<file path="src/rtl/decade_mon_pkg.sv">
// decade_mon_pkg: shared types and constants for the decade counter monitor.
//   mon_state_e    - monitor FSM states (ACQUIRE, TRACK)
//   DIGIT_MAX      - largest legal BCD digit
//   SEG_BLANK_ZERO - seven-segment code for "0" (reset display)
//   SEG_DASH       - seven-segment code shown for non-BCD values
//   bcd_step()     - one decade step up or down with wrap
package decade_mon_pkg;

  typedef enum logic {
    ACQUIRE = 1'b0,
    TRACK   = 1'b1
  } mon_state_e;

  localparam logic [3:0] DIGIT_MAX      = 4'd9;
  localparam logic [6:0] SEG_BLANK_ZERO = 7'h3F;
  localparam logic [6:0] SEG_DASH       = 7'h40;

  // Next value of a decade counter: down=0 counts 0..9 up, down=1 counts 9..0.
  function automatic logic [3:0] bcd_step(input logic [3:0] d, input logic down);
    if (down) return (d == 4'd0) ? DIGIT_MAX : d - 4'd1;
    else      return (d == DIGIT_MAX) ? 4'd0 : d + 4'd1;
  endfunction

endpackage

</file>
<file path="src/rtl/bcd_to_seg7.sv">
// bcd_to_seg7: combinational BCD to seven-segment decoder.
//   digit : 4-bit BCD input
//   seg   : gfedcba, active-high; values above 9 show a dash
module bcd_to_seg7
  import decade_mon_pkg::*;
(
  input  logic [3:0] digit,
  output logic [6:0] seg
);

  always_comb begin
    seg = SEG_DASH;
    case (digit)
      4'd0: seg = SEG_BLANK_ZERO;
      4'd1: seg = 7'h06;
      4'd2: seg = 7'h5B;
      4'd3: seg = 7'h4F;
      4'd4: seg = 7'h66;
      4'd5: seg = 7'h6D;
      4'd6: seg = 7'h7D;
      4'd7: seg = 7'h07;
      4'd8: seg = 7'h7F;
      4'd9: seg = 7'h6F;
      default: seg = SEG_DASH;
    endcase
  end

endmodule

</file>
<file path="src/rtl/decade_count_monitor.sv">
// decade_count_monitor: checker/decoder on the output of an up/down decade
// counter. Predicts each next count from the previously accepted count and
// the previously sampled direction, flags illegal or out-of-sequence values,
// and rebuilds a 00-99 value by tracking unit wraps into a tens digit.
//
// Optional feature macro: DECADE_MON_SEG_EN adds registered seven-segment
// outputs for both digits.
//
// Ports:
//   clk        - rising-edge clock (same as monitored counter)
//   reset      - asynchronous active-low reset
//   sample_en  - sample count_in/sel_in on this edge
//   count_in   - observed BCD count
//   sel_in     - observed direction, 0 = up, 1 = down
//   tens       - reconstructed tens digit
//   units      - last accepted units digit
//   locked     - high while tracking
//   err        - one-cycle pulse per detected violation
//   err_count  - saturating violation count
//   wrap_up    - one-cycle pulse on a legal 9->0 up step
//   wrap_dn    - one-cycle pulse on a legal 0->9 down step
//   seg_units  - (macro only) seven-segment code of units
//   seg_tens   - (macro only) seven-segment code of tens
module decade_count_monitor
  import decade_mon_pkg::*;
#(
  parameter int ERR_W = 8
) (
  input  logic             clk,
  input  logic             reset,
  input  logic             sample_en,
  input  logic [3:0]       count_in,
  input  logic             sel_in,
  output logic [3:0]       tens,
  output logic [3:0]       units,
  output logic             locked,
  output logic             err,
  output logic [ERR_W-1:0] err_count,
  output logic             wrap_up,
`ifdef DECADE_MON_SEG_EN
  output logic             wrap_dn,
  output logic [6:0]       seg_units,
  output logic [6:0]       seg_tens
`else
  output logic             wrap_dn
`endif
);

  mon_state_e       state, state_nx;
  logic [3:0]       prev, prev_nx;
  logic             sel_prev, sel_nx;
  logic [3:0]       units_nx, tens_nx;
  logic             err_nx, wrap_up_nx, wrap_dn_nx;
  logic [ERR_W-1:0] err_count_nx;
  logic [3:0]       exp_val;
  logic             legal;

  // The counter's next value depends on the select it saw with the current
  // value, so predict from the registered select rather than sel_in.
  assign exp_val = bcd_step(prev, sel_prev);
  assign legal   = (count_in <= DIGIT_MAX);
  assign locked  = (state == TRACK);

  always_ff @(posedge clk or negedge reset) begin
    if (!reset) state <= ACQUIRE;
    else        state <= state_nx;
  end

  always_comb begin
    state_nx     = state;
    prev_nx      = prev;
    sel_nx       = sel_prev;
    units_nx     = units;
    tens_nx      = tens;
    err_nx       = 1'b0;
    wrap_up_nx   = 1'b0;
    wrap_dn_nx   = 1'b0;
    err_count_nx = err_count;
    if (sample_en) begin
      if (!legal) begin
        // Non-BCD value: drop lock, hold digits for the next acquisition.
        err_nx   = 1'b1;
        state_nx = ACQUIRE;
      end else begin
        // Both acquisition and tracking adopt the observed value; in TRACK a
        // mismatch is a resync so one disturbance costs exactly one error.
        prev_nx  = count_in;
        units_nx = count_in;
        sel_nx   = sel_in;
        state_nx = TRACK;
        if (state == TRACK) begin
          if (count_in == exp_val) begin
            if (!sel_prev && prev == DIGIT_MAX && count_in == 4'd0) begin
              wrap_up_nx = 1'b1;
              tens_nx    = bcd_step(tens, 1'b0);
            end else if (sel_prev && prev == 4'd0 && count_in == DIGIT_MAX) begin
              wrap_dn_nx = 1'b1;
              tens_nx    = bcd_step(tens, 1'b1);
            end
          end else begin
            err_nx = 1'b1;
          end
        end
      end
      if (err_nx && (err_count != {ERR_W{1'b1}}))
        err_count_nx = err_count + {{(ERR_W-1){1'b0}}, 1'b1};
    end
  end

  always_ff @(posedge clk or negedge reset) begin
    if (!reset) begin
      prev      <= 4'd0;
      sel_prev  <= 1'b0;
      units     <= 4'd0;
      tens      <= 4'd0;
      err       <= 1'b0;
      wrap_up   <= 1'b0;
      wrap_dn   <= 1'b0;
      err_count <= '0;
    end else begin
      prev      <= prev_nx;
      sel_prev  <= sel_nx;
      units     <= units_nx;
      tens      <= tens_nx;
      err       <= err_nx;
      wrap_up   <= wrap_up_nx;
      wrap_dn   <= wrap_dn_nx;
      err_count <= err_count_nx;
    end
  end

`ifdef DECADE_MON_SEG_EN
  logic [6:0] seg_units_nx, seg_tens_nx;

  // Decode the next-state digits so the display changes with the digit.
  bcd_to_seg7 u_seg_units (.digit(units_nx), .seg(seg_units_nx));
  bcd_to_seg7 u_seg_tens  (.digit(tens_nx),  .seg(seg_tens_nx));

  always_ff @(posedge clk or negedge reset) begin
    if (!reset) begin
      seg_units <= SEG_BLANK_ZERO;
      seg_tens  <= SEG_BLANK_ZERO;
    end else begin
      seg_units <= seg_units_nx;
      seg_tens  <= seg_tens_nx;
    end
  end
`endif

endmodule

</file>
<file path="config.mk">
export PLATFORM = sky130hd
export DESIGN_NAME = decade_count_monitor
export DESIGN_NICKNAME = d
export VERILOG_FILES = /design/src/rtl/decade_mon_pkg.sv /design/src/rtl/bcd_to_seg7.sv /design/src/rtl/decade_count_monitor.sv
export SDC_FILE = /design/constraint.sdc
export NUM_CORES = 1
export LEC_CHECK = 0
export ABC_AREA = 0
export CAP_MARGIN = 25
export CORE_ASPECT_RATIO = 0.75
export CORE_MARGIN = 5
export CORE_UTILIZATION = 45
export DETAILED_ROUTE_END_ITERATION = 7
export PLACE_DENSITY = 0.73
export SYNTH_ARGS = -nofsm -noshare
export SYNTH_HDL_FRONTEND = slang
export SYNTH_HIERARCHICAL = 1
export SYNTH_SLANG_ARGS = --single-unit
</file>
<file path="constraint.sdc">
create_clock -name clk -period 2.1 [get_ports clk]
set_input_delay 0.315 -clock clk [delete_from_list [all_inputs] [get_ports clk]]
set_output_delay 0.315 -clock clk [all_outputs]
set_load 0.01 [all_outputs]
</file>
=== Word-level counts from Yosys, hierarchy flattened ===
Cells that the tools add are included.

* Logic and storage cells: 56
* Flip-flop bits (word level): 21
* Output and inout port bits: 20
* Input port bits: 8

* Magnitude comparators: 1
* Reduce and logical (&&, ||, !) cells: 13
* Multiplexer cells: 24
* Add/sub/neg operators: 5
* Equal/unequal tests: 5

{| class="wikitable"
|+ Operators with widths
! cell !! count
|-
| 4-bit 2-to-1 mux || 7
|-
| 1-bit 2-to-1 mux || 17
|-
| 4-bit equality test, second input constant || 3
|-
| 4-bit zero test || 3
|-
| 4-bit by 1-bit adder with 4-bit output, second input constant || 2
|-
| 8-bit by 1-bit adder with 8-bit output, second input constant || 1
|-
| 8-bit inequality test, second input constant || 1
|-
| 4-bit by 1-bit subtractor with 4-bit output, second input constant || 2
|-
| 1-bit logical AND || 5
|-
| 5-bit AND reduction || 1
|-
| 4-bit equality test || 1
|-
| 4-bit <= comparator, second input constant || 1
|-
| 2-bit AND reduction || 2
|-
| 2-bit nonzero test || 1
|-
| 1-bit zero test || 1
|}

=== Logic depth before layout (Yosys ltp) ===
* Word-level depth: 10
* Depth in mapped cells: 9
* Gate-level depth less buffers: 7

=== Worst setup path before layout ===
Ideal clock, no wire load.

* Kind: register -> register
* Start point: register prev[2]
* End point: register err_count[1]
* Data arrival time: 2069 ps
* Required time: 1972 ps
* Clock period less this slack: 2197 ps
* Setup time: 128 ps
* Stages on the path, launching flop included: 9
* Buffers on the path: 1
* Path slack: -97 ps
* Cell sequence: dfrtp_1 buf_6 nor4b_1 a211oi_1 o21ai_1 xor2_1 or4_4 nand2b_2 mux2_1

* Longest elaborated chain between the ends: 10
* Elaborated cells on any way between the ends: 14
* Those cells by class: 2 x add/sub; 2 x eq/ne; 7 x mux; 3 x reduce/logical

{| class="wikitable"
|+ Ends and longest elaborated chain
! item !! line !! source
|-
| start: declaration || decade_count_monitor.sv:50 || <nowiki>logic [3:0] prev, prev_nx;</nowiki>
|-
| start signal: assignment || decade_count_monitor.sv:121 || <nowiki>prev <= prev_nx;</nowiki>
|-
| 4-bit by 1-bit adder with 4-bit output (tied with other cells) || decade_mon_pkg.sv:21 || <nowiki>else return (d == DIGIT_MAX) ? 4'd0 : d + 4'd1;</nowiki>
|-
| 4-bit 2-to-1 mux (on tied branches) || decade_mon_pkg.sv:21, decade_mon_pkg.sv:20 ||
|-
| 4-bit 2-to-1 mux (*) || decade_mon_pkg.sv:20 || <nowiki>if (down) return (d == 4'd0) ? DIGIT_MAX : d - 4'd1;</nowiki>
|-
| 4-bit equality test (*) || decade_count_monitor.sv:92 || <nowiki>if (count_in == exp_val) begin</nowiki>
|-
| 1-bit 2-to-1 mux (*) || decade_count_monitor.sv:92 ||
|-
| 1-bit 2-to-1 mux (*) || decade_count_monitor.sv:91 || <nowiki>if (state == TRACK) begin</nowiki>
|-
| 1-bit 2-to-1 mux (*) || decade_count_monitor.sv:80 || <nowiki>if (!legal) begin</nowiki>
|-
| 1-bit 2-to-1 mux (*) || decade_count_monitor.sv:79 || <nowiki>if (sample_en) begin</nowiki>
|-
| 1-bit logical AND (*) || decade_count_monitor.sv:105 || <nowiki>if (err_nx && (err_count != {ERR_W{1'b1}}))</nowiki>
|-
| 2-bit AND reduction (no source line) (*) || -- ||
|-
| end signal: assignment || decade_count_monitor.sv:128 || <nowiki>err_count <= err_count_nx;</nowiki>
|-
| end: declaration || decade_count_monitor.sv:38 || <nowiki>output logic [ERR_W-1:0] err_count,</nowiki>
|}

Mark *: on every way between the ends. The rest lies on a longest branch, timed or not. The select of a mux whose other input is x is not followed.
A chain may end at the register's enable or synchronous reset.

=== Final worst setup path ===
Same ends and word-level chain as after synthesis.

==> results.md <==
Finish:
- The net count of the finished layout is between 200 and 250.
- The relative area change from synthesis to final layout is 54.5%.
- The post-layout instance count excluding filler cells is 232.
- In the final layout, the share of cells above drive strength 1 is 0.351.
- The number of antenna cells inserted is 0.

STA:
- The setup slack after layout is -167 ps.
- On the final layout, the worst hold slack is 396 ps.
- The max-slew violation count came to 0.
- The final hold violation count is 0.
- The share of the cycle needed by the critical path after routing is 1.08.
- Setup repair after global routing could not meet its margin everywhere.
- In this run the tightest slew margin relative to its limit is 0.729.
- Between clock sinks in the finished design, the worst skew comes to around 2.2 ps.
- The number of failing setup endpoints in the final timing report is 7.
- For the finished layout, the period the worst path requires is 2270 ps.
- Timing would allow up to 0.441 GHz.
- The measured slew at the worst slew-check pin is ~400 ps.
- The accumulated negative setup slack is -582 ps.

Synthesis:
- The number of distinct library cells after synthesis is 44.
- The share of synthesized flip-flops with an asynchronous set or reset is 1.00.
- Counting flops and latches in the post-synthesis netlist gives 21.
- Of the post-synthesis cell area, the dominant cell type holds 0.400.
- The portion of synthesized area spent on multiplexers is 0.0514.
- In the synthesized netlist, the cells that appear most often are dfrtp_1, nand2_1, o21ai_0, xnor2_1.
- A synthesized cell averages about 9.6 sq um.
- The adder-cell share of the synthesized area is 0.00952.
- Synthesis produced a netlist with a net count of between 100 and 150.
- The summed instance area of the synthesized netlist is between 1000 and 1500 sq um.
- The compound-gate portion of the synthesized area came to 0.163.
- The combinational family with the most area after synthesis is simple AND/OR/NAND/NOR gates.
- Of the total synthesized cell area, the portion taken by AND, OR, NAND and NOR gates is 0.221.
- By area the synthesized netlist is led by dfrtp_1, xnor2_1, o21ai_0.
- For this run, the number of Yosys warnings is 6.
- The parity-gate share of the synthesized area counting xor and xnor cells is 0.0933.
- The synthesized design contains 0 enable-type register cells.
- The post-synthesis sequential area ratio is 0.400.
- The most used flip-flop cell after synthesis is dfrtp_1.
- In the post-synthesis netlist, the cell with the most instances is dfrtp_1.
- The library cell with the largest summed area after synthesis is dfrtp_1.
- Synthesis produced a netlist whose cell count is 137.

Detailed routing:
- The detail route stage leaves a number of antenna-violating nets equal to 0.
- The count of routing violations after the opening detailed-route iteration is 39.
- The mean number of vias per cell is between 5 and 6.
- After detailed routing, the total wire length is between 3 and 4 mm.
- The average wire per cell in the routed design is 16.6 um.
- The number of remaining DRC errors is 0.
- The routed layout has about 1300 vias.
- The number of iterations in the first detailed-routing pass is 4.

Setup path:
- The worst reg2reg path depth is 7.
- Data arrives at the worst endpoint at 2420 ps.
- The capturing element type of the critical path is a flip-flop.
- The most critical setup path has its startpoint at prev[2].
- The endpoint required time on the critical path is between 2000 and 2500 ps.
- The worst setup path is launched from a flip-flop.
- The register-to-register path setup slack is -170 ps.
- The worst setup path is of the reg -> reg kind.
- The maximum fanout count along the critical path is 6.
- The capture point of the worst reg-to-reg path is err_count[1].
- The startpoint of the worst register-to-register path is prev[2].

Clocking:
- CTS saw 21 sinks.
- The maximum number of buffers from clock root to sink is 2.
- The clock transition time at the flip-flop clock pins of the worst setup and hold paths is ~80 ps.
- The CTS tree is built.
- The later-pin clock latency in the skew report is between 200 and 300 ps.
- The cell at the root of the clock tree is clkbuf_8.
- CTS built an H-tree with a depth of 1.
- Clock tree synthesis inserted a total of 3 buffers.

GRT:
- Entering global routing, the biggest net connects 22 pins.
- The total routing usage reported by global routing is 0.200.
- The via count of the first global-routing pass was ~1300.
- The initial antenna violation count is 0.
- After global routing the overflow that remains totals 0.
- The first global-routing pass estimated approximately 6.4 mm of wire.

Placed design:
- The placed cell count is about 220.
- The number of input and output port buffers inserted is 27.
- The detailed placement HPWL is roughly 2.5 mm.
- The routability congestion estimate from global placement is between 0.8 and 0.9.

Pwr:
- The leakage power is 0.854 nW.
- Power comes to between 1.5 and 2 mW.
- The worst supply voltage drop on vdd is around 0.00073 V.
- Power spread over the standard cell area amounts to 763 nW/um^2.

Die:
- The area of the die is between 4000 and 5000 sq um.
- The starting utilization of the core area is 0.458.
- The die span in x is approximately 72 um.
- In this run the vertical extent of the chip is roughly 57 um.
- The area inside the core boundary is between 2000 and 3000 sq um.
- The initialized floorplan defines 17 standard-cell rows.
- The I/O pin count is 28.

Job:
- Across the run, the number of max-cap violations was 0.

Status:
- The run finished, with violations left.
- The checks that failed: negative setup slack.

Hold path:
- The worst min-delay path class is in -> async.
[per-stage QoR]
step	util	area [sq um]	setup slack (ps)
finish	0.707	2030	-167
global placement	0.619	1780	-158
detailed placement	0.619	1780	-210
CTS	0.693	1990	-86.1
global route	0.707	2030	-258
floorplan	-	1330	-47.3
[worst max path at each step]
stage	to	slack, ps	cells past startpoint
floorplan	err_count[1]	-50	8
global placement	err_count[1]	-160	6
detailed placement	tens[2]	-210	8
CTS	err_count[1]	-90	8
global route	err_count[1]	-260	7
finish	err_count[1]	-170	7
[state kept, by name, indices dropped and copies added (netlist names)]
signal,flops
locked,1
sel_prev,1
tens,4
wrap_up,1
err,1
prev,4
wrap_dn,1
err_count,8
[cells in the final DEF (no fill, tap or decap), types with 2 or more instances in the layout]
master,Yosys,routed
nand2_1,13,12
xnor2_2,0,2
dfrtp_1,21,18
clkdlybuf4s50_1,0,27
nor3_1,2,2
nor2_1,6,6
nand4_1,3,3
nand3_1,6,6
o311ai_1,1,2
a21oi_1,2,2
o31ai_1,3,3
nand2b_4,0,3
nor2b_1,2,2
xnor2_1,8,6
o21ai_0,12,12
xor2_1,6,5
clkbuf_8,0,3
buf_4,0,28
dfrtp_2,0,3
inv_1,4,4
mux2_2,4,4
buf_6,4,7
a31oi_1,2,2
nor4_2,0,3
[worst max-delay path, cell delays in order, from the launching register on]
cell and delay, ps:
dfrtp_2 480, buf_6 160, a211oi_2 230, o21ai_1 110
xor2_1 190, or4_4 580, nand2b_4 110, mux2_4 290
[power breakdown]
part	internal (mW)	switching [mW]	leakage, nW
sequential	0.480	0.108	0.266
combinational	0.399	0.292	0.565
clock	0.135	0.133	0.0228
total	1.01	0.534	0.854
[layout make-up]
class | instances | area, sq um
fill | 221 | 842
multi-input combinational | 103 | 833
timing repair buffer | 62 | 559
sequential | 21 | 529
tap | 38 | 47.5
clock buffer | 4 | 45.0
inverter | 4 | 15.0
[layer usage]
| layer | global-route usage | routed length, um | vias up |
|---|---|---|---|
| li1 | - | - | 616 |
| met1 | 0.251 | 1690 | 640 |
| met2 | 0.322 | 1900 | 37 |
| met3 | 0.0501 | 152 | 10 |
| met4 | 0.0895 | 102 | 0 |
| met5 | 0 | 0 | - |
[timing repair]
| action | CTS | global route |
|---|---|---|
| resized for setup | 26 | 8 |
| pin swaps | 9 | 6 |
| buffers inserted | 9 | 1 |
| hold buffers | 0 | 0 |
| setup endpoints to repair | 9 | 12 |
[cells by family after synthesis]
group,Yosys count
AO/OA/AOI/OAI,32
XOR/XNOR,14
buffers and inverters,13
adder cells (fa/ha/maj),1
AND/OR/NAND/NOR,50
multiplexers,6
flip-flops,21
(Power assumes the default switching activity.)
